File: src/rtl/decode_ctrl.sv
// rtl/decode_ctrl.sv - RV32I/M instruction decode stage with registered output and load-use bubble
module decode_ctrl #(
    parameter bit M_EXT     = 1'b0,
    parameter int ALUOP_W   = 5,
    parameter bit HAZARD_EN = 1'b1
) (
    input  logic               clk,
    input  logic               rst,
    input  logic               in_valid,
    output logic               in_ready,
    input  logic [31:0]        in_instr,
    input  logic               flush,
    output logic               out_valid,
    input  logic               out_ready,
    output logic [ALUOP_W-1:0] out_aluop,
    output logic [3:0]         out_type,
    output logic               out_memtoreg,
    output logic               out_regwrite,
    output logic               out_memwrite,
    output logic [4:0]         out_rd,
    output logic [4:0]         out_rs1,
    output logic [4:0]         out_rs2,
    output logic               out_illegal
);

    typedef enum logic {RUN, BUBBLE} state_t;

    localparam logic [6:0] OP_R      = 7'b0110011;
    localparam logic [6:0] OP_I      = 7'b0010011;
    localparam logic [6:0] OP_LOAD   = 7'b0000011;
    localparam logic [6:0] OP_STORE  = 7'b0100011;
    localparam logic [6:0] OP_BRANCH = 7'b1100011;
    localparam logic [6:0] OP_AUIPC  = 7'b0010111;
    localparam logic [6:0] OP_LUI    = 7'b0110111;
    localparam logic [6:0] OP_JALR   = 7'b1100111;
    localparam logic [6:0] OP_JAL    = 7'b1101111;

    state_t      state, state_next;
    logic [6:0]  opcode, funct7;
    logic [2:0]  funct3;
    logic [4:0]  rd, rs1, rs2;
    logic        alt;
    logic [4:0]  arith_op;
    logic [4:0]  d_op;
    logic [3:0]  d_type;
    logic        d_memtoreg, d_regwrite, d_memwrite, d_illegal;
    logic        use_rs1, use_rs2;
    logic        load_flag;
    logic [4:0]  load_rd;
    logic        accept, hazard;

    assign opcode = in_instr[6:0];
    assign rd     = in_instr[11:7];
    assign funct3 = in_instr[14:12];
    assign rs1    = in_instr[19:15];
    assign rs2    = in_instr[24:20];
    assign funct7 = in_instr[31:25];

    // funct7[5] selects sub/sra for register ops but only sra for immediate ops
    assign alt = funct7[5] & ((opcode == OP_R) | (funct3 == 3'b101));

    always_comb begin
        arith_op = 5'd10;
        case (funct3)
            3'b000:  arith_op = alt ? 5'd2 : 5'd1;
            3'b001:  arith_op = 5'd3;
            3'b010:  arith_op = 5'd4;
            3'b011:  arith_op = 5'd5;
            3'b100:  arith_op = 5'd6;
            3'b101:  arith_op = alt ? 5'd8 : 5'd7;
            3'b110:  arith_op = 5'd9;
            default: arith_op = 5'd10;
        endcase
    end

    always_comb begin
        d_op       = 5'd0;
        d_type     = 4'd0;
        d_memtoreg = 1'b0;
        d_regwrite = 1'b0;
        d_memwrite = 1'b0;
        d_illegal  = 1'b0;
        use_rs1    = 1'b0;
        use_rs2    = 1'b0;
        case (opcode)
            OP_R: begin
                if (funct7 == 7'b0000001 && !M_EXT) begin
                    d_illegal = 1'b1;
                end else begin
                    d_op       = (funct7 == 7'b0000001) ? 5'd21 + {2'b00, funct3} : arith_op;
                    d_type     = 4'd1;
                    d_regwrite = 1'b1;
                    use_rs1    = 1'b1;
                    use_rs2    = 1'b1;
                end
            end
            OP_I: begin
                d_op       = arith_op;
                d_type     = (funct3 == 3'b001 || funct3 == 3'b101) ? 4'd7 : 4'd2;
                d_regwrite = 1'b1;
                use_rs1    = 1'b1;
            end
            OP_LOAD: begin
                d_op       = 5'd1;
                d_type     = 4'd2;
                d_memtoreg = 1'b1;
                d_regwrite = 1'b1;
                use_rs1    = 1'b1;
            end
            OP_STORE: begin
                d_op       = 5'd1;
                d_type     = 4'd3;
                d_memwrite = 1'b1;
                use_rs1    = 1'b1;
                use_rs2    = 1'b1;
            end
            OP_BRANCH: begin
                if (funct3 == 3'b010 || funct3 == 3'b011) begin
                    d_illegal = 1'b1;
                end else begin
                    d_op    = (funct3[2] ? 5'd9 : 5'd11) + {2'b00, funct3};
                    d_type  = 4'd4;
                    use_rs1 = 1'b1;
                    use_rs2 = 1'b1;
                end
            end
            OP_AUIPC: begin
                d_op       = 5'd17;
                d_type     = 4'd5;
                d_regwrite = 1'b1;
            end
            OP_LUI: begin
                d_op       = 5'd18;
                d_type     = 4'd8;
                d_regwrite = 1'b1;
            end
            OP_JALR: begin
                d_op       = 5'd19;
                d_type     = 4'd9;
                d_regwrite = 1'b1;
                use_rs1    = 1'b1;
            end
            OP_JAL: begin
                d_op       = 5'd20;
                d_type     = 4'd6;
                d_regwrite = 1'b1;
            end
            default: d_illegal = 1'b1;
        endcase
    end

    assign in_ready = (~out_valid | out_ready) & (state == RUN);
    assign accept   = in_valid & in_ready & ~flush;
    assign hazard   = HAZARD_EN && load_flag && (load_rd != 5'd0) &&
                      ((use_rs1 && rs1 == load_rd) || (use_rs2 && rs2 == load_rd));

    always_ff @(posedge clk) begin
        if (rst) state <= RUN;
        else     state <= state_next;
    end

    always_comb begin
        state_next = state;
        case (state)
            RUN:     if (accept && hazard) state_next = BUBBLE;
            BUBBLE:  state_next = RUN;
            default: state_next = RUN;
        endcase
        if (flush) state_next = RUN;
    end

    // A hazarded instruction is captured immediately but only marked valid after the bubble
    always_ff @(posedge clk) begin
        if (rst) begin
            out_valid    <= 1'b0;
            out_aluop    <= '0;
            out_type     <= 4'd0;
            out_memtoreg <= 1'b0;
            out_regwrite <= 1'b0;
            out_memwrite <= 1'b0;
            out_rd       <= 5'd0;
            out_rs1      <= 5'd0;
            out_rs2      <= 5'd0;
            out_illegal  <= 1'b0;
            load_flag    <= 1'b0;
            load_rd      <= 5'd0;
        end else if (flush) begin
            out_valid <= 1'b0;
            load_flag <= 1'b0;
        end else if (state == BUBBLE) begin
            out_valid <= 1'b1;
            load_flag <= 1'b0;
        end else if (accept) begin
            out_valid    <= ~hazard;
            out_aluop    <= ALUOP_W'(d_op);
            out_type     <= d_type;
            out_memtoreg <= d_memtoreg;
            out_regwrite <= d_regwrite;
            out_memwrite <= d_memwrite;
            out_rd       <= rd;
            out_rs1      <= rs1;
            out_rs2      <= rs2;
            out_illegal  <= d_illegal;
            load_flag    <= (opcode == OP_LOAD);
            load_rd      <= rd;
        end else if (out_ready) begin
            out_valid <= 1'b0;
        end
    end

endmodule

File: config.mk
export PLATFORM = sky130hd
export DESIGN_NAME = decode_ctrl
export DESIGN_NICKNAME = d
export VERILOG_FILES = /design/src/rtl/decode_ctrl.sv
export SDC_FILE = /design/constraint.sdc
export NUM_CORES = 1
export LEC_CHECK = 0
export ABC_CLOCK_PERIOD_IN_PS = 1900
export CAP_MARGIN = 5
export CORE_MARGIN = 2
export CORE_UTILIZATION = 45
export DETAILED_ROUTE_END_ITERATION = 12
export GPL_TIMING_DRIVEN = 1
export PLACE_DENSITY_LB_ADDON = 0.1
export SETUP_SLACK_MARGIN = 0.1
export SLEW_MARGIN = 5
export SYNTH_ARGS = -nofsm -noshare
export SYNTH_HDL_FRONTEND = slang
export SYNTH_SLANG_ARGS = --single-unit
File: constraint.sdc
create_clock -name clk -period 1.9 [get_ports clk]
set_input_delay 0.57 -clock clk [delete_from_list [all_inputs] [get_ports clk]]
set_output_delay 0.57 -clock clk [all_outputs]
set_load 0.005 [all_outputs]
==> qor.txt <==
Outcome -> finished, final reports clean
Die X -> 68.39 µm
Storage cell area -> 626.9 µm²
NetSw -> 441.8 µW
Clock group share of total power -> 38.3%
Sw Share -> 25.34%
Share of cells above drive strength 1 -> 27.62%
Effective utilization at floorplan -> 46.64%
Final setup viols -> 0
Routed wl met3 -> 295 µm
Simple-gate share of the synthesized area -> 28.17%
CP endpoint kind -> output port
Worst Path Arrival -> 1190 ps
I/O Pins -> 67
Reg power frac -> 39.2%
RSZ-0062 raised after global routing -> yes
Diodes inserted -> 0
Vias in the first global route -> 1995
Final non-filler cell area -> 3174 µm²
Largest net degree at the start of global routing -> 21
Syn nets -> 273
CP required -> 1330 ps
Max stage delay on crit path -> 530 ps
Comb pwr share -> 22.5%
Max-slew violations -> 0
Area delta synth->final -> 70.15%
Top cells by count, synth -> nand2_1 (43), dfxtp_1 (31), a21oi_1 (26)
Max_slew headroom -> 72.59%
CP delay by family, top -> buffers and inverters
Asr flop ratio synth -> 0%
HPWL Detailed -> 4079 µm
Post-synth top area cell -> dfxtp_1
Critical-path top delay cell -> clkdlybuf4s50_1
Total power -> 1743 µW
Top FF cell, synth -> dfxtp_1
Die ar. -> 4677 µm²
CP Max Fanout -> 3
Pwr/cell area -> 549.2 nW/µm²
Hold-fix buffers at CTS -> 0
Post-synthesis mux area share -> 0%
Buffers & Inverters on Critical Path -> 1
Leakage power -> 0.001295 µW
Post-Synthesis Cells -> 233
H-tree depth -> 2
DR vias -> 2134
Post-synthesis compound-gate area fraction -> 26.09%
Warning count from the yosys run -> 0
Worst-Skew Late Latency -> 280 ps
Largest family of logic cells by synthesized area -> simple AND/OR/NAND/NOR gates
Avg Cell Area, Syn -> 8.007 µm²
CP Class -> reg2out
Yosys reg bits -> 31
Final Hold Fails -> 0
Detailed Route WL -> 5777 µm
Final ANT Viol Nets -> 0
Clock slew at reported path FFs -> 60 ps
Least-Margin Pin Slew -> 400.8 ps
Max cap viols -> 0
Period minus WS final -> 1763 ps
EDFF count, synth -> 0
Nets@finish -> 383
Mapped cell area -> 1866 µm²
Core area -> 4000 µm²
Crit start category -> flop
Die Ht -> 68.39 µm
Worst hold path class -> reg2reg
Root Buffer -> clkbuf_8
Most numerous cell in the Yosys netlist -> nand2_1
DP Area -> 2835 µm²
CTS Sinks -> 31
Worst VDD drop -> 0.4449 mV
F_max -> 0.5673 GHz
Post-Synth XOR/XNOR Area -> 5.164%
Distinct cells, synth -> 53
CTS tree -> done
Top post-synthesis cells by area -> dfxtp_1 (33%), nand2_1 (8.7%), a21oi_1 (7.0%), xor2_1 (4.2%), nor2_1 (3.2%)
TritonRoute pass-1 iters -> 4
Grt ovf -> 0
Clock skew -> 4.343 ps
Area taken by multi-input logic gates -> 1295 µm²
First-pass GRT wire length -> 8907 µm
RD Place Congestion -> 0.8773
Worst-case clock buffer depth -> 2
Overall Global Routing Usage -> 25.42%
Crit path cell chain -> clkdlybuf4s50_1
Iter 0 DRT Violations -> 104
Metal-1 WL -> 2666 µm
Vias per cell -> 5.416
Met2 WL post-DR -> 2731 µm
Synth top area share -> 33.27%
# port buffers -> 66
FILL cells -> 289
Period utilization -> 92.77%
Core Util, Final -> 79.36%
Synth Area in Adders -> 2.414%
FP Rows -> 23
DRC viols -> 0
Routed WL per cell -> 14.66 µm
Initial antenna violation count -> 0
CTS Buf Count -> 5
Top sig layer -> met4
Post-synthesis sequential area ratio -> 33.27%
Int Pwr -> 1302 µW
[final timing paths]
check / endpoint / cells after the start / from / slack, ps
setup reg to reg: state / 5 / load_rd[4] / 380
setup / recovery: out_type[2] / 1 / out_type[2] / 140
hold / removal: out_rs2[2] / 2 / out_rs2[2] / 460
hold reg to reg: out_rs2[2] / 2 / out_rs2[2] / 460
[kinds of logic (layout without fill, tap and decap cells)]
logic type	count (synthesis)	in the layout
AND/OR/NAND/NOR	99	99
flip-flops	31	31
adder cells (fa/ha/maj)	3	3
AO/OA/AOI/OAI	70	70
XOR/XNOR	11	11
buffers and inverters	19	130
[power groups by stage]
| stage | Sequential [µW] | Clock [µW] | Combinational (µW) |
|---|---|---|---|
| global placement | 695 | 0 | 354 |
| global route | 686 | 707 | 424 |
| CTS | 683 | 679 | 369 |
| floorplan | 696 | 0 | 144 |
| finish | 684 | 667 | 392 |
| detailed placement | 696 | 0 | 359 |
[registers in the layout (all words and copies together), names as in the netlist]
register,flops
out_type,4
out_illegal,1
state,1
out_memtoreg,1
load_flag,1
out_aluop,5
out_rs2,5
out_regwrite,1
load_rd,5
out_memwrite,1
out_rs1,5
out_valid,1
[per-stage QoR]
step | setup TNS (ps) | hold WS, ps | setup slack, ps | cells
floorplan | 0 | 448.2 | 211.9 | 233
global placement | -8772 | 441.4 | -475.2 | 377
detailed placement | -9754 | 446.4 | -497.8 | 377
CTS | 0 | 455.7 | 104.1 | 387
global route | 0 | 476.9 | 65.21 | 394
finish | 0 | 455.5 | 137.3 | 394
[layer usage]
| metal | GRT usage [%] | vias up |
|---|---|---|
| li1 | - | 1059 |
| met1 | 32.96 | 987 |
| met2 | 41.23 | 80 |
| met3 | 5.921 | 8 |
| met4 | 8.500 | 0 |
| met5 | 0 | - |
[cell type report]
cell class                      instances  area share, %
Inverter                                4         0.4730
Sequential cell                        31          19.75
Clock buffer                            6          2.602
Timing Repair Buffer                  118          33.31
Multi-Input combinational cell        183          40.80
Clock inverter                          2          1.104
Tap cell                               50          1.971
[cell usage in the layout (no fill, tap or decap), types with 3 or more instances in the layout]
master and instances:
dfxtp_2 5, dfxtp_1 26, nor2_1 15, nand2_1 43, a22oi_1 3, nand2b_1 5
o21ai_1 5, dlymetal6s2s_1 7, buf_4 48, o21ai_0 6, a22o_1 5, nand3_1 5
buf_6 4, nor4_4 3, a21oi_2 4, a21oi_1 23, xor2_1 8, clkbuf_8 6
clkdlybuf4s50_1 42, inv_1 4, dlygate4sd2_1 13, a21o_1 4
[repair_timing]
action                     in CTS  in global routing
pin swaps                      17                 14
gates resized for setup        47                 22
cloned                          0                  0
setup endpoints to repair      35                 26
setup buffers                   2                  8
(Power assumes the default switching activity.)
